$ cat src/rtl/ripple_adder_32.sv
// rtl/ripple_adder_32.sv - 32-bit gate-level ripple-carry adder with registered sum and carry-out

// One full-adder bit built only from gate primitives (xor/and/or).
module full_adder_cell (
    input  logic i_a,
    input  logic i_b,
    input  logic i_c,
    output logic o_s,
    output logic o_c
);

    wire w_p;
    wire w_g;
    wire w_t;

    xor u_xor_p (w_p, i_a, i_b);
    xor u_xor_s (o_s, w_p, i_c);
    and u_and_g (w_g, i_a, i_b);
    and u_and_t (w_t, w_p, i_c);
    or  u_or_c  (o_c, w_g, w_t);

endmodule

module ripple_adder_32 #(
    parameter int WIDTH = 32
) (
    input  logic             clk,
    input  logic             rst_n,
    input  logic [WIDTH-1:0] a,
    input  logic [WIDTH-1:0] b,
    input  logic             cin,
    output logic [WIDTH-1:0] s,
    output logic             cout
);

    wire [WIDTH:0]   w_c;
    wire [WIDTH-1:0] w_sum;

    logic [WIDTH-1:0] r_s;
    logic             r_cout;

    assign w_c[0] = cin;

    // Carry chain: each cell feeds its carry strictly into the next higher bit.
    genvar gi;
    generate
        for (gi = 0; gi < WIDTH; gi++) begin : g_cell
            full_adder_cell u_fa (
                .i_a (a[gi]),
                .i_b (b[gi]),
                .i_c (w_c[gi]),
                .o_s (w_sum[gi]),
                .o_c (w_c[gi+1])
            );
        end
    endgenerate

    // Output register: loads the combinational result every edge, cleared asynchronously.
    always_ff @(posedge clk or negedge rst_n) begin
        if (!rst_n) begin
            r_s    <= '0;
            r_cout <= 1'b0;
        end else begin
            r_s    <= w_sum;
            r_cout <= w_c[WIDTH];
        end
    end

    assign s    = r_s;
    assign cout = r_cout;

endmodule

$ cat config.mk
export PLATFORM = sky130hd
export DESIGN_NAME = ripple_adder_32
export DESIGN_NICKNAME = d
export VERILOG_FILES = /design/src/rtl/ripple_adder_32.sv
export SDC_FILE = /design/constraint.sdc
export NUM_CORES = 1
export LEC_CHECK = 0
export CAP_MARGIN = 5
export CORE_MARGIN = 2
export CORE_UTILIZATION = 35
export DETAILED_ROUTE_END_ITERATION = 6
export PLACE_DENSITY = 0.77
export SYNTH_ARGS = -nofsm -noshare
export SYNTH_HDL_FRONTEND = slang
export SYNTH_SLANG_ARGS = --single-unit
$ cat constraint.sdc
create_clock -name clk -period 0.8 [get_ports clk]
set_clock_uncertainty 0.05 [all_clocks]
set_input_delay 0.16 -clock clk [delete_from_list [all_inputs] [get_ports clk]]
set_output_delay 0.16 -clock clk [all_outputs]
set_load 0.02 [all_outputs]
=== Word-level counts from Yosys, hierarchy flattened ===
Index checks and enable logic that the tools add are counted.

* Register bits after elaboration: 33
* Bits of input ports: 67
* Output and inout port bits: 33
* Logic and storage cells: 162

* Bitwise gates (word level): 160

{| class="wikitable"
|+ Operator list
! operator !! count
|-
| 1-bit bitwise AND || 64
|-
| 1-bit XOR || 64
|-
| 1-bit bitwise OR || 32
|}

=== Logic depth before layout (Yosys ltp) ===
* Word-level depth: 65
* Depth in mapped cells: 36
* Gate-level depth less buffers: 36

=== Cells and area by module ===
Synthesis repeated with hierarchy kept, for this count alone.

* Cell total of the unflattened synthesis: 65
* Area total of the unflattened synthesis: 1,466.4 µm²

{| class="wikitable"
|+ Modules (own cells, without submodules)
! module !! times used !! cells each !! area each (µm²) !! seq. area each (µm²)
|-
| ripple_adder_32 || 1 || 33 || 825.8 || 825.8
|-
| full_adder_cell || 32 || 1 || 20.0 || 0.0
|}

=== Least setup slack after synthesis ===
OpenSTA, ideal clock, no wires.

* Kind: input -> register
* Start: in a[0]
* End: reg r_s[31], in the netlist s[31]
* Library setup time: 64 ps
* Arrival: 12,286 ps
* Data required time: 686 ps
* Path slack: -11,600 ps
* Stages: 36
* Buffers on the path: 0
* Cell sequence: inv_1 fa_1 inv_1 fa_1 fa_1 fa_1 fa_1 fa_1 fa_1 fa_1 fa_1 fa_1 fa_1 fa_1 fa_1 fa_1 fa_1 fa_1 fa_1 fa_1 fa_1 fa_1 fa_1 fa_1 fa_1 fa_1 fa_1 fa_1 fa_1 fa_1 fa_1 fa_1 fa_1 inv_1 fa_1 inv_1

* Cells in the longest elaborated chain, start to end: 64
* Elaborated cells on any way between the ends: 65
* Those cells by class: bitwise (65)

{| class="wikitable"
|+ Ends and longest elaborated chain
! what !! RTL line !! text
|-
| start, declared || 29 || <nowiki>input logic [WIDTH-1:0] a,</nowiki>
|-
| 1-bit XOR || 16 || <nowiki>xor u_xor_p (w_p, i_a, i_b);</nowiki>
|-
| 1-bit bitwise AND || 19 || <nowiki>and u_and_t (w_t, w_p, i_c);</nowiki>
|-
| 1-bit bitwise OR * || 20 || <nowiki>or u_or_c (o_c, w_g, w_t);</nowiki>
|-
| 1-bit bitwise AND * || 19 ||
|-
| 1-bit bitwise OR * || 20 ||
|-
| 1-bit bitwise AND * || 19 ||
|-
| 1-bit bitwise OR * || 20 ||
|-
| 1-bit bitwise AND * || 19 ||
|-
| [... 49 more ...] || n/a ||
|-
| 1-bit bitwise AND * || 19 ||
|-
| 1-bit bitwise OR * || 20 ||
|-
| 1-bit bitwise AND * || 19 ||
|-
| 1-bit bitwise OR * || 20 ||
|-
| 1-bit bitwise AND * || 19 ||
|-
| 1-bit bitwise OR * || 20 ||
|-
| 1-bit XOR * || 17 || <nowiki>xor u_xor_s (o_s, w_p, i_c);</nowiki>
|-
| named net g_cell[31].u_fa.o_s || 8 || <nowiki>output logic o_s,</nowiki>
|-
| end signal, assigned || 64 || <nowiki>r_s <= w_sum;</nowiki>
|-
| end, declared || 39 || <nowiki>logic [WIDTH-1:0] r_s;</nowiki>
|}

The timed path passes the listed nets; every way through them passes the cells marked *.

=== Worst setup path after layout ===
Same ends and word-level chain as after synthesis.

==> impl_results.md <==
- Outcome: complete, but fails checks
- Violations in the final reports: negative setup slack
- Library cell appearing most often on the critical path: sky130_fd_sc_hd__fa_2
- Top cell type by total area after synthesis: sky130_fd_sc_hd__dfrtp_1
- Cell types occupying the most area after synthesis: sky130_fd_sc_hd__dfrtp_1 (55%), sky130_fd_sc_hd__fa_1 (43%), sky130_fd_sc_hd__inv_1 (2.5%)
- Clock-pin slew on the worst setup and hold paths: about 0.07 ns
- Count of nets after finishing: 281
- Sw Ratio: 0.292
- Proportion of layout cells with a drive suffix above 1: 0.454
- Element type at the critical path end: flip-flop
- Number of unique standard cell types used by synthesis: 3
- Hold-fix buffers, CTS: 0
- Wire length of the first global-routing pass: 5440 µm
- Class of the most critical hold timing path: in -> async
- Number of warnings printed during yosys synthesis: 0
- Most common cell after layout, fill and taps aside: sky130_fd_sc_hd__clkdlybuf4s50_1
- Width of the die: 69.6 µm
- Global routing usage on met1: 0.133
- PortBufs: 99
- Delay contributed by the slowest stage of the critical path: 0.41 ns
- Period minus WS final: between 10 and 15 ns
- Number of DRC violations after detailed routing: 0
- Root Driver: sky130_fd_sc_hd__clkbuf_8
- Final number of max-transition violations: 0
- Net switching power: 0.00161 W
- Total GRT Usage: 0.154
- Inserted Clock Buffers: 5
- Critical Path Source: a[0]
- Worst Hold Margin: approximately 0.19 ns
- Max Cap Viol: 0
- Worst-case clock buffer depth: 2
- Fraction of met3 tracks used by global routing: 0.0509
- FF/Latch Area: 826 µm²
- Maximum level of the CTS H-tree: 2
- Initial antenna violation count: 0
- Post-CTS Setup Inserts: 0
- Routing usage on met2: 0.304
- Gp weighted congestion: about 0.7
- Worst-path fanout max: 1
- Leading cell types in the layout, fill and taps excluded: sky130_fd_sc_hd__clkdlybuf4s50_1 (61), sky130_fd_sc_hd__buf_6 (35), sky130_fd_sc_hd__dfrtp_1 (33)
- Core area: approximately 4100 µm²
- Final standard cell count with taps included and fillers excluded: 233
- Final worst path period share: 14.2
- Post-Syn Nets: 174
- Antenna Cells: 0
- Worst EP required: between 0.9 and 1 ns
- Filler cell count in the final layout: 263
- Number of sinks handled by clock tree synthesis: 33
- Proportion of synthesized chip area in sequential cells: 0.549
- Total Die Area: approximately 4800 µm²
- Antenna-violating nets left: 0
- PwrDens: ~2000 nW/µm²
- TritonCTS clock tree: done
- DRC marker count from the first detailed-route iteration: 16
- Most Used Layer, Global Route: met2
- Endpoints failing setup: 65
- GRT overflow: 0
- Total routed wirelength: around 3300 µm
- Final Power: roughly 0.0055 W
- Classification of the worst setup path: in -> reg
- Routed wire per std cell: 14.2 µm
- RSZ-0062 raised after global routing: yes
- Synthesized instance count: 75
- Total number of placement rows: 23
- Arrival time of the worst setup path: about 12 ns
- Clock power frac: 0.243
- Worst setup endpoint: s[31]
- Vias in the first global route: 1184
- Leakage power total: between 1 and 1.5 nW
- Count of pins on the block boundary: 100
- Number of vias in the routed layout: 971
- Hold Violations, Final: 0
- First-pass iteration count of the detailed router: 4
- Maximum resistive drop on vdd: roughly 0.0010 V
- Combinational share of power: 0.368
- Portion of synthesized cell area occupied by the leading cell type: 0.549
- Combined area of the multi-input logic cells: 721 µm²
- Max transition margin: 0.884
- Post-DP HPWL: just under 3000 µm
- CP max-delay cell: sky130_fd_sc_hd__fa_2
- Starting density of the core: 0.371
- Maximum clock rate: 0.0882 GHz
- Post-Place Cells: 225
- Post-route setup slack: -10.54 ns
- Pin count of the biggest net entering global routing: 34
- Post-DR vias/cell: 4.17
- Share of power burned in registers: 0.389
- Mean instance size in the synthesized netlist: between 20 and 25 µm²
- Cell area after synthesis: 1500 µm²
- Crit start category: input port
- Final Util: 0.696
- Worst-margin pin slew: 0.174 ns
- Cell internal pwr: 0.00391 W
- Synth-to-Final Area Change: 87.7%
- DIE HEIGHT: 69.6 µm
- Flip-flop and latch count after synthesis: 33
metrics by stage:
stage	area, µm²	setup TNS (ns)	setup slack, ns
global route	2820	-187.63	-10.82
CTS	2820	-182.91	-10.58
detailed placement	2670	-212.53	-11.33
floorplan	1600	-175.93	-10.41
finish	2820	-181.95	-10.54
global placement	2670	-209.93	-11.21
worst min-delay path by stage:
| stage | startpoint | to | slack, ns |
|---|---|---|---|
| 2_1_floorplan | rst_n | cout | -0.19 |
| 3_3_place_gp | rst_n | s[13] | 0.49 |
| 3_5_place_dp | rst_n | s[12] | 0.50 |
| 4_1_cts | rst_n | s[16] | 0.19 |
| 5_1_grt | rst_n | s[16] | 0.19 |
| 6_report | rst_n | s[16] | 0.19 |
cells in the mapped netlist:
| cell | count |
|---|---|
| sky130_fd_sc_hd__dfrtp_1 | 33 |
| sky130_fd_sc_hd__fa_1 | 32 |
| sky130_fd_sc_hd__inv_1 | 10 |
registers in the layout, summed over array words and instances (netlist names):
| register | flops |
|---|---|
| cout | 1 |
| s | 32 |
critical path, delay by kind of cell:
| kind | cells | cell delay [ns] |
|---|---|---|
| fa+ha+maj | 32 | 11.07 |
| buf+inv | 5 | 0.29 |
cell type report:
class | count | area share
Clock buffer | 7 | 0.0341
Timing Repair Buffer | 100 | 0.375
Clock inverter | 1 | 0.00177
Tap cell | 50 | 0.0222
Inverter | 10 | 0.0195
Sequential cell | 33 | 0.293
Multi-Input combinational cell | 32 | 0.255
logic make-up after synthesis:
| logic type | after synthesis | synth area share |
|---|---|---|
| buf+inv | 10 | 0.0250 |
| flops | 33 | 0.549 |
| fa+ha+maj | 32 | 0.426 |
power by group through the flow:
stage	logic (W)	registers, W	clock network [W]
final	0.00203	0.00215	0.00134
after global routing	0.00219	0.00219	0.00148
after CTS	0.00207	0.00215	0.00138
after detailed placement	0.00201	0.00212	0
after global placement	0.00194	0.00211	0
after floorplan	0.000305	0.00255	0
layer usage:
metal / share of wire / up-vias / routed length, µm
met5: 0 / - / 0
met4: 0.028 / 0 / 93
met3: 0.068 / 7 / 224
li1: - / 429 / -
met1: 0.28 / 485 / 915
met2: 0.63 / 50 / 2070
what timing repair did:
action / CTS / global route
resized for setup: 220 / 1
pin swaps: 0 / 0
endpoints found under the setup margin: 66 / 65
Note: power is estimated with default switching activity, not from simulation.
==> patch: new RTL, same flow settings <==
Make the reset (`rst_n`) synchronous in one clocked block. Comments in the files are not updated.
--- a/src/rtl/ripple_adder_32.sv
+++ b/src/rtl/ripple_adder_32.sv
@@ -58,3 +58,3 @@
     // Output register: loads the combinational result every edge, cleared asynchronously.
-    always_ff @(posedge clk or negedge rst_n) begin
+    always_ff @(posedge clk) begin
         if (!rst_n) begin
Behaviour: differs if rst_n is asserted again (counterexample within 4 cycles, from zero or initial values and one cycle with rst_n low); with rst_n held inactive, the same outputs for 10 cycles.
==> patch against the original RTL <==
- the flow still finishes with violations (setup timing)
- wire length rose by 12%
- total power fell by 13%
- cell area rose by 1.7%
- worst setup slack got worse by 0.11 ns
- sequential cell count did not move
- critical path type unchanged
- highest routed layer unchanged
- die area rose by 2.8%
- sequential power fell by 7%
- via count rose by 15%
- maximum frequency fell by 0.95%
- synthesized area rose by 3.0%
- core utilization fell by 2.7 points
==> patch: results <==
{
  "outcome": "complete, but fails checks",
  "violations": "setup timing",
  "p_sw_uw": 1340,
  "stdcell_count": 265,
  "grt_use_total": 0.166,
  "placedCellCount": 258,
  "layout_setup_ws_ns": -10.65,
  "vdd_ir_drop_max_v": 0.000757,
  "avgSynthCellArea_um2": 14.3,
  "dp_slack_ns": -11.42,
  "routedWlPerCell_um": 14.0,
  "seq_area_frac_synth": 0.426,
  "slew_headroom": 0.882,
  "antenna_found_initial": 0,
  "ys_async_sr_fraction": 0,
  "arrival_ns": 11.62,
  "syn-num-nets": 207,
  "via_per_inst": 4.23,
  "drive_gt1_frac": 0.549,
  "hold_class": "in2reg",
  "path_max_fanout": 1,
  "finalSetupViolCount": 65,
  "nFillCells": 330,
  "grt_max_degree": 16,
  "place.gp.congestion": 0.834,
  "nets": 313,
  "fin_setup_tns_ns": -183.08,
  "p_leak_uw": 0.00114,
  "drt-initial-drc-count": 13,
  "yosys-top-cells-count": "dfxtp_1, fa_1, and2_1",
  "grt_pass1_vias": 1267,
  "grt_pass1_wl_um": 6050,
  "synthTopCellsByArea": "dfxtp_1, fa_1, and2_1, inv_1, nor2b_1",
  "post-dp-hpwl_um": 3060
}
## patch: cell count changes after synthesis, sizes merged
| cell | change |
|---|---|
| and2 | +30 |
| nor2b | +3 |
| dfrtp | -33 |
| inv | -3 |
| clkbuf | +3 |
| dfxtp | +33 |
## patch: area by class of cell
class	count	area (um2)	area share
repair buffers	102	1050	0.367
flip-flops and latches	33	701	0.244
multi-input cells	65	935	0.325
inverters	7	43.8	0.0153
clock buffers	5	68.8	0.0240
clock inverters	1	5.00	0.00174
well taps	52	65.1	0.0227
## patch: cells by family after synthesis
family,Yosys count,share of synthesized area
DFF,33,0.426
and+or+nand+nor,33,0.133
adders and majority gates,32,0.414
buffers and inverters,10,0.0267
## patch: metrics by stage
step / total power (uW) / instance area (um2) / hold WS [ns]
after floorplan: 2640 / 1640 / 0.238
after global placement: 3530 / 2700 / 0.821
after detailed placement: 3600 / 2700 / 0.844
after CTS: 4860 / 2870 / 0.223
after global routing: 5110 / 2870 / 0.231
final: 4800 / 2870 / 0.233
## patch: timing repair
action                                 CTS  global route
gates resized for setup                252             2
gates cloned                             1             0
endpoints found under the hold margin    0             0
hold buffers                             0             0
buffers inserted                         0             0
setup endpoints to repair               66            65
## patch: worst max-delay path by stage
stage,slack (ns),end,start
3_3_place_gp,-11.30,s[31],a[0]
4_1_cts,-10.67,s[31],a[0]
3_5_place_dp,-11.42,s[31],a[0]
2_1_floorplan,-10.46,s[31],a[0]
6_report,-10.65,s[31],a[0]
5_1_grt,-10.90,s[31],a[0]
## patch: per-layer routing
layer  part of all wire  GRT usage
met4              0.019     0.0769
met3               0.10     0.0635
met2               0.56      0.305
met5                  0          0
met1               0.32      0.163
## patch: power groups by stage
stage               Combinational (uW)  Clock [uW]  Sequential [uW]
finish                            1690        1110             2000
global route                      1870        1220             2020
CTS                               1710        1150             2000
detailed placement                1650           0             1950
global placement                  1590           0             1940
floorplan                          409           0             2230
## patch: tightest hold or removal path, stage by stage
cell and delay, ns:
buf_6 0.10, inv_6 0.04, fa_2 0.19, nor2b_1 0.04
